## src/rtl/led_sequencer.sv

```systemverilog
// LED pattern engine: bounce, rotate, table playback and blink modes with a
// programmable step prescaler, run/hold control and a writable pattern table.
module led_sequencer #(
  parameter int N_LEDS  = 8,
  parameter int DEPTH   = 16,
  parameter int PRESC_W = 24,
  localparam int AW     = $clog2(DEPTH)
) (
  input  logic               clk,
  input  logic               rst,
  input  logic               run,
  input  logic [1:0]         mode,
  input  logic [PRESC_W-1:0] period,
  input  logic [AW-1:0]      tbl_last,
  input  logic               wr_en,
  input  logic [AW-1:0]      wr_addr,
  input  logic [N_LEDS-1:0]  wr_data,
  output logic [N_LEDS-1:0]  leds,
  output logic               step,
  output logic               seq_wrap
);

  localparam int PW = (N_LEDS > 1) ? $clog2(N_LEDS) : 1;
  localparam logic [PW-1:0] POS_LAST = PW'(N_LEDS - 1);

  typedef enum logic [1:0] {
    MODE_BOUNCE = 2'd0,
    MODE_ROTATE = 2'd1,
    MODE_TABLE  = 2'd2,
    MODE_BLINK  = 2'd3
  } mode_e;

  typedef enum logic {
    DIR_UP   = 1'b0,
    DIR_DOWN = 1'b1
  } dir_e;

  mode_e              mode_q, mode_d;
  dir_e               dir_q, dir_d;
  logic [PRESC_W-1:0] cnt_q, cnt_d;
  logic [PW-1:0]      pos_q, pos_d;
  logic [AW-1:0]      idx_q, idx_d;
  logic               phase_q, phase_d;
  logic [N_LEDS-1:0]  leds_q, leds_d;
  logic               step_q, step_d;
  logic               wrap_q, wrap_d;
  logic [N_LEDS-1:0]  tbl_q [DEPTH];

  // NOTE: every variable gets a default first so no path can leave one
  // unassigned and infer a latch.
  always_comb begin
    mode_d  = mode_q;
    dir_d   = dir_q;
    cnt_d   = cnt_q;
    pos_d   = pos_q;
    idx_d   = idx_q;
    phase_d = phase_q;
    step_d  = 1'b0;
    wrap_d  = 1'b0;

    if (mode_e'(mode) != mode_q) begin
      // A mode change restarts the new sequence cleanly and swallows any tick.
      mode_d  = mode_e'(mode);
      dir_d   = DIR_UP;
      cnt_d   = '0;
      pos_d   = '0;
      idx_d   = '0;
      phase_d = 1'b0;
    end else if (run) begin
      if (cnt_q >= period) begin
        cnt_d  = '0;
        step_d = 1'b1;
        unique case (mode_q)
          MODE_BOUNCE: begin
            if (N_LEDS == 1) begin
              pos_d = '0;
            end else begin
              pos_d = (dir_q == DIR_UP) ? pos_q + 1'b1 : pos_q - 1'b1;
              if (pos_d == POS_LAST)  dir_d = DIR_DOWN;
              else if (pos_d == '0)   dir_d = DIR_UP;
            end
            wrap_d = (pos_d == '0);
          end
          MODE_ROTATE: begin
            pos_d  = (pos_q == POS_LAST) ? '0 : pos_q + 1'b1;
            wrap_d = (pos_d == '0);
          end
          MODE_TABLE: begin
            // >= so a tbl_last lowered below idx still wraps on the next tick.
            idx_d  = (idx_q >= tbl_last) ? '0 : idx_q + 1'b1;
            wrap_d = (idx_d == '0);
          end
          MODE_BLINK: begin
            phase_d = ~phase_q;
            wrap_d  = phase_q;
          end
        endcase
      end else begin
        cnt_d = cnt_q + 1'b1;
      end
    end
  end

  always_comb begin
    leds_d = '0;
    unique case (mode_q)
      MODE_BOUNCE,
      MODE_ROTATE: leds_d = N_LEDS'(1) << pos_q;
      MODE_TABLE:  leds_d = tbl_q[idx_q];
      MODE_BLINK:  leds_d = {N_LEDS{phase_q}};
    endcase
  end

  // NOTE: sequential state uses non-blocking assignments so every register
  // samples pre-edge values regardless of statement order.
  always_ff @(posedge clk or negedge rst) begin
    if (!rst) begin
      mode_q  <= MODE_BOUNCE;
      dir_q   <= DIR_UP;
      cnt_q   <= '0;
      pos_q   <= '0;
      idx_q   <= '0;
      phase_q <= 1'b0;
      leds_q  <= '0;
      step_q  <= 1'b0;
      wrap_q  <= 1'b0;
    end else begin
      mode_q  <= mode_d;
      dir_q   <= dir_d;
      cnt_q   <= cnt_d;
      pos_q   <= pos_d;
      idx_q   <= idx_d;
      phase_q <= phase_d;
      leds_q  <= leds_d;
      step_q  <= step_d;
      wrap_q  <= wrap_d;
    end
  end

  // NOTE: the pattern table is reset to a known one-hot walk, so it is built
  // from flops with a reset rather than an uninitialised RAM.
  always_ff @(posedge clk or negedge rst) begin
    if (!rst) begin
      for (int i = 0; i < DEPTH; i++) begin
        tbl_q[i] <= N_LEDS'(1) << (i % N_LEDS);
      end
    end else if (wr_en) begin
      tbl_q[wr_addr] <= wr_data;
    end
  end

  assign leds     = leds_q;
  assign step     = step_q;
  assign seq_wrap = wrap_q;

endmodule

```

## config.mk

```make
export PLATFORM = sky130hd
export DESIGN_NAME = led_sequencer
export DESIGN_NICKNAME = d
export VERILOG_FILES = /design/src/rtl/led_sequencer.sv
export SDC_FILE = /design/constraint.sdc
export NUM_CORES = 1
export LEC_CHECK = 0
export ABC_AREA = 1
export ABC_CLOCK_PERIOD_IN_PS = 2300
export BUFFER_PORTS_ARGS = -buffer_cell sky130_fd_sc_hd__buf_2
export CAP_MARGIN = 10
export CORE_UTILIZATION = 50
export DETAILED_ROUTE_END_ITERATION = 6
export PLACE_DENSITY_LB_ADDON = 0.2
export SYNTH_ARGS = -nofsm -noshare
export SYNTH_HDL_FRONTEND = slang
export SYNTH_SLANG_ARGS = --single-unit
```

## constraint.sdc

```tcl
create_clock -name clk -period 2.3 [get_ports clk]
set_input_delay 0 -clock clk [delete_from_list [all_inputs] [get_ports clk]]
set_output_delay 0 -clock clk [all_outputs]
set_load 0.03 [all_outputs]
```

==> results_dict.tcl, run 1 <==
set metrics [dict create \
    cts_tree "built" \
    critPathCaptureType "flip-flop" \
    fin_nets 1282 \
    wl_um 22000 \
    post_cts_resized 0 \
    regArea_um2 4350 \
    gr-total-overflow 0 \
    clockBufferDepth 2 \
    relSlewSlack_pct 46.5 \
    synth_top_cell_area_share_pct 42.7 \
    drt_iter0_markers 616 \
    wl_per_cell_um 15.3 \
    cp_cell_sequence "ha_1, nand2_1, nor2_1, nand4_1, nor2_1, nand2_1, nand3_4, nand2_4, inv_4, nor2_1" \
    die_width_um 138 \
    synthArstFlopShare_pct 100 \
    maxSlewViolCount 0 \
    layout-drive-gt1-share_pct 13.0 \
    dieArea_um2 19000 \
    ys.flop_type "dfrtp_1" \
    avgViaCountPerCell 5.32 \
    ys_warn_count 0 \
    syn_to_final_growth_pct 13.1 \
    cpPeakStageDelay_ns 0.45 \
    ys_seq_area_share_pct 47.2 \
    htree_levels 4 \
    ctsHoldBuffers 13 \
    post-cts-setup-buffers 0 \
    status "completed" \
    synth_edf_count 0 \
    worst_ep_required_time_ns 2.61 \
    hold_class "in -> reg" \
    regToRegSetupSlack_ns 0.26 \
    synth.avg_cell_area_um2 7.97 \
    clock.fmax_mhz 490 \
    hold_violations 0 \
    critPathLaunchType "flip-flop" \
    num_vias 7662 \
    grt_max_degree 68 \
    crit_slowest_cell "dfrtp_1" \
    synth_most_common_cell "nand2_1" \
    maxCapViolCount 0 \
    synthTopCellsByArea "dfrtp_1 43%, o21ai_0 11%, nand2_1 11%" \
    start_util_pct 51.1 \
    clockRootBuffer "clkbuf_16" \
    drc 0 \
    period_needed_ns 2.04 \
    fill_cells 1701 \
    synth_top_area_cell "dfrtp_1" \
    power.leakage_nw 5.06 \
    grt_use_total_pct 25.2 \
    core_um2 18000 \
    io_buffers 55 \
    syn_inst 1155 \
    cts_sinks 173 \
    finalInstanceArea_um2 10400 \
    synthTopCellsByCount "259 x nand2_1, 195 x o21ai_0, 157 x dfrtp_1" \
    grt_pass1_wl_um 36500 \
    cp_max_fo 18 \
    hpwlAfterDp_um 15700 \
    ys_ff_latch 173 \
    top_level_ports 56 \
    tightest_slew_ns 0.797 \
    critPathKind "reg -> reg" \
    grt_pass1_vias 7106 \
    fin_crit_sh_pct 88.6 \
    clk_latency_ns 0.44 \
    netlist_area_um2 9210 \
    routabilityCongestion 0.882 \
    power_density_nw_per_um2 824 \
    fp-row-count 49 \
    synth_cell_types 44 \
    rsz0062_at_grt "no" \
    die_h_um 138 \
    firstDrtPassIters 5 \
    ant_nets 0 \
    setup_tns_ns 0 \
    cp_common_cell "nor2_1" \
    setup_viol 0 \
    numCtsBuffers 17 \
    dpl-instance-area_um2 9680 \
    n_antenna_cell 0 \
    path_clk_slew_ns 0.07 \
    multiInputGateArea_um2 4160 \
    syn_nets 1239 \
    ir_drop_mv 0.598 \
    antenna_found_initial 0 \
    crit_arrival_ns 2.35 \
    fin_worst_skew_ns 0.00525 \
]
## placed cells by master (no fill, tap or decap), types with 16 or more instances in the layout
master       n
inv_1      106
ha_1        38
nand3_1     54
clkbuf_16   17
dfstp_2     16
nand2_1    259
nor2_1      88
dfrtp_1    155
o21ai_0    195
a21oi_1     42
buf_2       54
o21ai_1     41
## layout make-up
type | instances | share of cell area, %
clock buffer | 19 | 4.35
timing repair buffer | 83 | 5.51
tap | 229 | 2.75
multi-input combinational | 808 | 39.9
sequential | 173 | 41.8
clock inverter | 13 | 1.48
inverter | 115 | 4.22
## logic make-up (layout without fill, tap and decap cells)
kind of cell	Yosys count	count (layout)	share of synthesized area (%)
buf+inv	174	230	7.62
fa+ha+maj	38	38	5.16
simple gates	449	449	21.0
xor+xnor	17	17	1.78
flops	173	173	47.2
compound gates	304	304	17.2
## sequential cells by signal, indices dropped and copies added, names as in the netlist, 2 cells and up
register and cells:
cnt_q 24, tbl_q 128, mode_q 2, pos_q 3, idx_q 4, leds 8
## per-layer routing
metal | global-route usage, % | up-vias | routed length (um)
met2 | 37.5 | 162 | 9710
met1 | 37.3 | 3604 | 11100
met5 | 0 | - | 0
li1 | - | 3872 | -
met4 | 8.76 | 0 | 453
met3 | 3.57 | 24 | 752
## critical path: cells and delay by family (launching register included)
family	cells	cell delay, ns
adder cells (fa/ha/maj)	1	0.32
buffers and inverters	1	0.23
flip-flops	1	0.45
AND/OR/NAND/NOR	8	0.91
## power breakdown
| part | internal, W | leakage, nW | switching (W) |
|---|---|---|---|
| registers | 0.00361 | 2.18 | 0.000244 |
| logic | 0.000606 | 2.60 | 0.00117 |
| clock network | 0.00168 | 0.285 | 0.00128 |
| total | 0.00590 | 5.06 | 0.00269 |
## worst paths after layout
check,start,end,cells after the start
setup / recovery,cnt_q[15],cnt_q[16],10
hold / removal,wr_addr[3],tbl_q[113],4
setup reg to reg,cnt_q[15],cnt_q[16],10
hold reg to reg,tbl_q[28],tbl_q[28],2
max in group asynchronous,rst,tbl_q[14],3
min in group asynchronous,rst,tbl_q[55],2
## metrics by stage
stage                     total power, W  setup slack [ns]  hold WS, ns  cells  util (%)
after global placement           0.00560             0.321       0.0426   1395      53.7
after global routing             0.00906            0.0727       0.0707   1440      57.8
after floorplan                  0.00504             0.560       -0.296   1155         -
after detailed placement         0.00565             0.250       0.0488   1395      53.7
after CTS                        0.00862             0.231       0.0144   1440      57.8
final                            0.00859             0.261       0.0324   1440      57.8
(Power assumes the default switching activity.)
==> run 2: changes to the inputs <==
--- a/config.mk
+++ b/config.mk
@@ -6,7 +6,7 @@
 export NUM_CORES = 1
 export LEC_CHECK = 0
 export ABC_AREA = 1
-export ABC_CLOCK_PERIOD_IN_PS = 2300
+export ABC_CLOCK_PERIOD_IN_PS = 1600
 export BUFFER_PORTS_ARGS = -buffer_cell sky130_fd_sc_hd__buf_2
 export CAP_MARGIN = 10
 export CORE_UTILIZATION = 50
==> constraint.sdc (replaced) <==
create_clock -name clk -period 1.6 [get_ports clk]
set_input_delay 0 -clock clk [delete_from_list [all_inputs] [get_ports clk]]
set_output_delay 0 -clock clk [all_outputs]
set_load 0.03 [all_outputs]
==> run 2 against run 1 <==
  * The run now ends with setup timing left
  * Critical endpoint is now cnt_q[18]
  * Worst setup slack worse by 0.55 ns
  * Global-route usage up 1.7 points
  * Count of clock-buffer cells in the layout down 2
  * Sequential power up 45%
  * Largest cell class is now multi-input gates
  * Sequential cell count unchanged
  * Design area up 17%
==> results_dict.tcl, run 2 (synthesized netlist as in run 1, its figures left out) <==
set metrics [dict create \
    top_level_ports 56 \
    io_buffers 55 \
    antenna_found_initial 0 \
    clock.fmax_mhz 530 \
    core_um2 18000 \
    layout-drive-gt1-share_pct 29.7 \
    fp-row-count 49 \
    critPathCaptureType "flip-flop" \
    clockBufferDepth 2 \
    die_width_um 138 \
    cts_sinks 173 \
    gr-total-overflow 0 \
    start_util_pct 51.1 \
    grt_use_total_pct 26.9 \
    status "finished, violations left" \
    grt_max_degree 51 \
    syn_to_final_growth_pct 32.4 \
    power_density_nw_per_um2 1110 \
    clk_latency_ns 0.44 \
    hpwlAfterDp_um 16400 \
    period_needed_ns 1.89 \
    final_cell_mix "244 x nand2_1, 155 x dfrtp_1, 130 x o21ai_0" \
    setup_viol 43 \
    reg2reg_from "cnt_q[21]" \
    n_antenna_cell 0 \
    ant_nets 0 \
    clockRootBuffer "clkbuf_16" \
    crit_arrival_ns 2.26 \
    setup_slack_ns -0.287 \
    num_vias 8385 \
    largest_reg_flops 128 \
    fin_nets 1394 \
    relSlewSlack_pct 65.2 \
    htree_levels 4 \
    top_register "tbl_q" \
    maxSlewViolCount 0 \
    violations "setup timing" \
    hold_violations 0 \
    worst_ep_required_time_ns 1.97 \
    cts_tree "built" \
    path_clk_slew_ns 0.07 \
    rsz0062_at_grt "yes" \
    tightest_slew_ns 0.522 \
    dieArea_um2 19000 \
    firstDrtPassIters 5 \
    die_h_um 138 \
    fin_crit_sh_pct 118 \
    grt_pass1_vias 7617 \
    startpoint "cnt_q[21]" \
    critPathLaunchType "flip-flop" \
    power.leakage_nw 5.82 \
    setup_tns_ns -8.42 \
    avgViaCountPerCell 5.40 \
    drt_iter0_markers 797 \
    maxCapViolCount 0 \
    grt_pass1_wl_um 38500 \
    fin_worst_skew_ns 0.0127 \
    hold_class "in -> async" \
    drc 0 \
    critPathKind "reg -> reg" \
    ir_drop_mv 0.823 \
    final_common_cell "nand2_1" \
    fin_hold_ws_ns 0.0909 \
    routabilityCongestion 0.935 \
    cp_max_fo 6 \
    wl_um 24800 \
    numCtsBuffers 17 \
    wl_per_cell_um 16.0 \
]
## run 2: cell types whose count changed in the layout (fill, tap and decap cells not counted), sizes merged
cell / before / now
buf: 70 / 179
bufinv: 2 / 1
clkbuf: 19 / 18
clkinv: 5 / 7
clkinvlp: 4 / 3
dlygate4sd3: 13 / 14
inv: 117 / 120
## run 2: critical path, cell delays in order (launching register included)
cell,delay (ns)
dfrtp_1,0.42
ha_4,0.26
a21oi_1,0.15
nor2_1,0.05
nor2_1,0.12
nand2_2,0.08
a21oi_4,0.18
nand3_4,0.18
nand2_8,0.14
buf_6,0.12
nand2_2,0.03
nor2_1,0.08
## run 2: routing by layer
layer	wire, um	global-route usage, %	vias to the layer above	share of wire (%)
met3	1440	5.48	34	5.8
met2	11500	42.2	264	46
met1	11400	37.2	3978	46
met4	472	8.70	0	1.9
met5	0	0	-	0
li1	-	-	4109	-
## run 2: final cells by class
type	instances	area, um^2
flip-flops and latches	173	4350
inverters	115	457
well taps	229	287
multi-input cells	808	4810
clock inverters	15	156
repair inverters	1	8.76
clock buffers	17	425
repair buffers	194	1700
fillers	1466	5830
## run 2: repair_timing
item	4_1_cts	5_1_grt
setup buffers	6	9
endpoints found under the hold margin	200	0
pin swaps	35	46
gates resized for setup	128	120
endpoints found under the setup margin	43	43
hold buffers	14	0
cloned	6	3
## run 2: report_power, final
group / leakage (nW) / switching (W) / total (W) / internal, W
clock network: 0.279 / 0.00194 / 0.00414 / 0.00220
registers: 2.18 / 0.000411 / 0.00560 / 0.00519
logic: 3.36 / 0.00211 / 0.00375 / 0.00164
total: 5.82 / 0.00447 / 0.0135 / 0.00903
## run 2: per-stage QoR
stage	total power [W]	util, %	cell area (um^2)	cells	worst slack (ns)
after floorplan	0.00727	-	9230	1155	-0.104
after global placement	0.00831	57.8	10400	1485	-0.321
after detailed placement	0.00839	57.8	10400	1485	-0.359
after CTS	0.0131	64.8	11700	1543	-0.240
after global routing	0.0141	67.6	12200	1552	-0.398
final	0.0135	67.6	12200	1552	-0.287
## run 2: worst paths after layout
| check | to | slack (ns) | cells after the start |
|---|---|---|---|
| worst max-delay path | cnt_q[18] | -0.29 | 11 |
| worst min-delay path | tbl_q[94] | 0.09 | 2 |
| worst max register to register | cnt_q[18] | -0.29 | 11 |
| worst min register to register | tbl_q[104] | 0.48 | 2 |
| max in group asynchronous | tbl_q[35] | 0.87 | 3 |
| min in group clk | tbl_q[120] | 0.09 | 4 |
==> run 3: changes to the inputs <==
--- a/config.mk
+++ b/config.mk
@@ -6,7 +6,6 @@
 export NUM_CORES = 1
 export LEC_CHECK = 0
 export ABC_AREA = 1
-export ABC_CLOCK_PERIOD_IN_PS = 1600
 export BUFFER_PORTS_ARGS = -buffer_cell sky130_fd_sc_hd__buf_2
 export CAP_MARGIN = 10
 export CORE_UTILIZATION = 50
==> constraint.sdc (replaced) <==
create_clock -name clk -period 1.8 [get_ports clk]
set_input_delay 0 -clock clk [delete_from_list [all_inputs] [get_ports clk]]
set_output_delay 0 -clock clk [all_outputs]
set_load 0.03 [all_outputs]
==> run 3 against run 2 <==
  * The flow still finishes with violations (setup timing)
  * Highest routed layer unchanged
  * Worst hold slack worse by 0.017 ns
  * Clock power is 10% lower
  * Sequential share of layout area is 2.8 points higher
  * Sequential power is 12% lower
  * Non-clock buffer count is 49 lower
  * Total power is 16% lower
  * Register-to-register slack better by 0.23 ns
==> results_dict.tcl, run 3 (synthesized netlist as in run 1, its figures left out) <==
set metrics [dict create \
    clock.fmax_mhz 538 \
    critPathLaunchType "flip-flop" \
    final_cell_mix "251 x nand2_1, 174 x o21ai_0, 155 x dfrtp_1" \
    die_width_um 138 \
    fin_nets 1345 \
    top_level_ports 56 \
    fp-row-count 49 \
    core_um2 18000 \
    drc 0 \
    violations "setup timing" \
    fin_cells 1503 \
    io_buffers 55 \
    power.leakage_nw 5.45 \
    clockRootBuffer "clkbuf_16" \
    grt_use_total_pct 25.7 \
    grt_pass1_wl_um 37600 \
    finish.utilization_pct 62.8 \
    die_h_um 138 \
    path_clk_slew_ns 0.06 \
    fin_crit_sh_pct 103 \
    wl_per_cell_um 16.1 \
    grt_pass1_vias 7421 \
    avgViaCountPerCell 5.42 \
    n_antenna_cell 0 \
    period_needed_ns 1.86 \
    fill_cells 1558 \
    finalInstanceArea_um2 11300 \
    dieArea_um2 19000 \
    grt_max_degree 47 \
    dp.cells 1443 \
    worst_ep_required_time_ns 2.12 \
    wl_um 24200 \
    routabilityCongestion 0.885 \
    layout-drive-gt1-share_pct 21.5 \
    antenna_found_initial 0 \
    largest_reg_flops 128 \
    cp_max_fo 7 \
    tightest_slew_ns 0.614 \
    rsz0062_at_grt "yes" \
    setup_viol 22 \
    numCtsBuffers 17 \
    place_ws_ns -0.200 \
    num_vias 8141 \
    cts_tree "built" \
    htree_levels 4 \
    firstDrtPassIters 5 \
    clockBufferDepth 2 \
    top_register "tbl_q" \
    gr-total-overflow 0 \
    relSlewSlack_pct 58.9 \
    hold_class "in -> reg" \
    hold_violations 0 \
    critPathCaptureType "flip-flop" \
    clk_latency_ns 0.43 \
    maxSlewViolCount 0 \
    final_common_cell "nand2_1" \
    drt_iter0_markers 720 \
    ant_nets 0 \
    cts_sinks 173 \
    ir_drop_mv 0.722 \
    status "finished, violations left" \
    maxCapViolCount 0 \
    syn_to_final_growth_pct 22.9 \
    hpwlAfterDp_um 16500 \
    multiInputGateArea_um2 4480 \
    setup_slack_ns -0.0600 \
    critPathKind "reg -> reg" \
    fin_hold_ws_ns 0.0736 \
    dpl-instance-area_um2 10100 \
    crit_arrival_ns 2.18 \
    fin_worst_skew_ns 0.00732 \
    regArea_um2 4350 \
    start_util_pct 51.1 \
    power_density_nw_per_um2 1010 \
]
==> run 3: cell count changes in the layout (fill, tap and decap cells not counted), sizes merged <==
cell / change
dlygate4sd3: -2
clkbuf: +6
buf: -49
clkinvlp: -1
clkinv: +1
inv: -6
bufinv: +2
==> run 3: critical path: stages, from the launching register on <==
cell     delay (ns)
dfrtp_1        0.40
ha_1           0.29
nand2_1        0.08
inv_2          0.04
nand2_1        0.05
nand2_1        0.04
nand2_1        0.06
nand2_2        0.07
a21oi_4        0.15
nand3_4        0.20
buf_4          0.22
nand4_1        0.08
nand2_1        0.06
==> run 3: metal layers <==
metal,wire length [um],global-route usage (%),vias up
met5,0,0,-
met4,315,6.88,0
met3,1340,3.38,23
met2,10900,38.3,257
met1,11600,39.1,3854
li1,-,-,4007
==> run 3: worst paths after layout <==
path / cells after the start / endpoint / slack (ns) / from
setup / recovery: 12 / idx_q[2] / -0.06 / cnt_q[18]
hold / removal: 5 / tbl_q[113] / 0.07 / wr_addr[2]
setup reg to reg: 12 / idx_q[2] / -0.06 / cnt_q[18]
hold reg to reg: 2 / tbl_q[124] / 0.48 / tbl_q[124]
max in group asynchronous: 3 / tbl_q[78] / 1.02 / rst
min in group asynchronous: 2 / tbl_q[23] / 0.08 / rst
==> run 3: what timing repair did <==
item / 4_1_cts / 5_1_grt
gates resized for setup: 18 / 74
setup buffers: 2 / 10
hold buffers: 12 / 0
pin swaps: 5 / 17
setup endpoints to repair: 34 / 43
endpoints found under the hold margin: 202 / 0
cloned: 0 / 4
==> run 3: cell type report <==
| type | count | area share, % |
|---|---|---|
| Clock buffer | 21 | 3.89 |
| Clock inverter | 11 | 1.26 |
| Inverter | 115 | 4.04 |
| Multi-Input combinational cell | 808 | 39.6 |
| Sequential cell | 173 | 38.5 |
| Tap cell | 229 | 2.53 |
| Timing Repair Buffer | 145 | 10.1 |
| Timing Repair inverter | 1 | 0.0774 |
==> run 3: stage by stage <==
stage          setup TNS [ns]  power [W]
2_1_floorplan               0    0.00644
3_3_place_gp            -2.90    0.00731
3_5_place_dp            -4.01    0.00738
4_1_cts                -0.436     0.0111
5_1_grt                 -4.28     0.0120
6_report               -0.552     0.0114
==> run 3: report_power, final <==
group	total [W]	switching, W	internal [W]
sequential	0.00494	0.000325	0.00462
clock	0.00371	0.00152	0.00218
combinational	0.00276	0.00171	0.00104
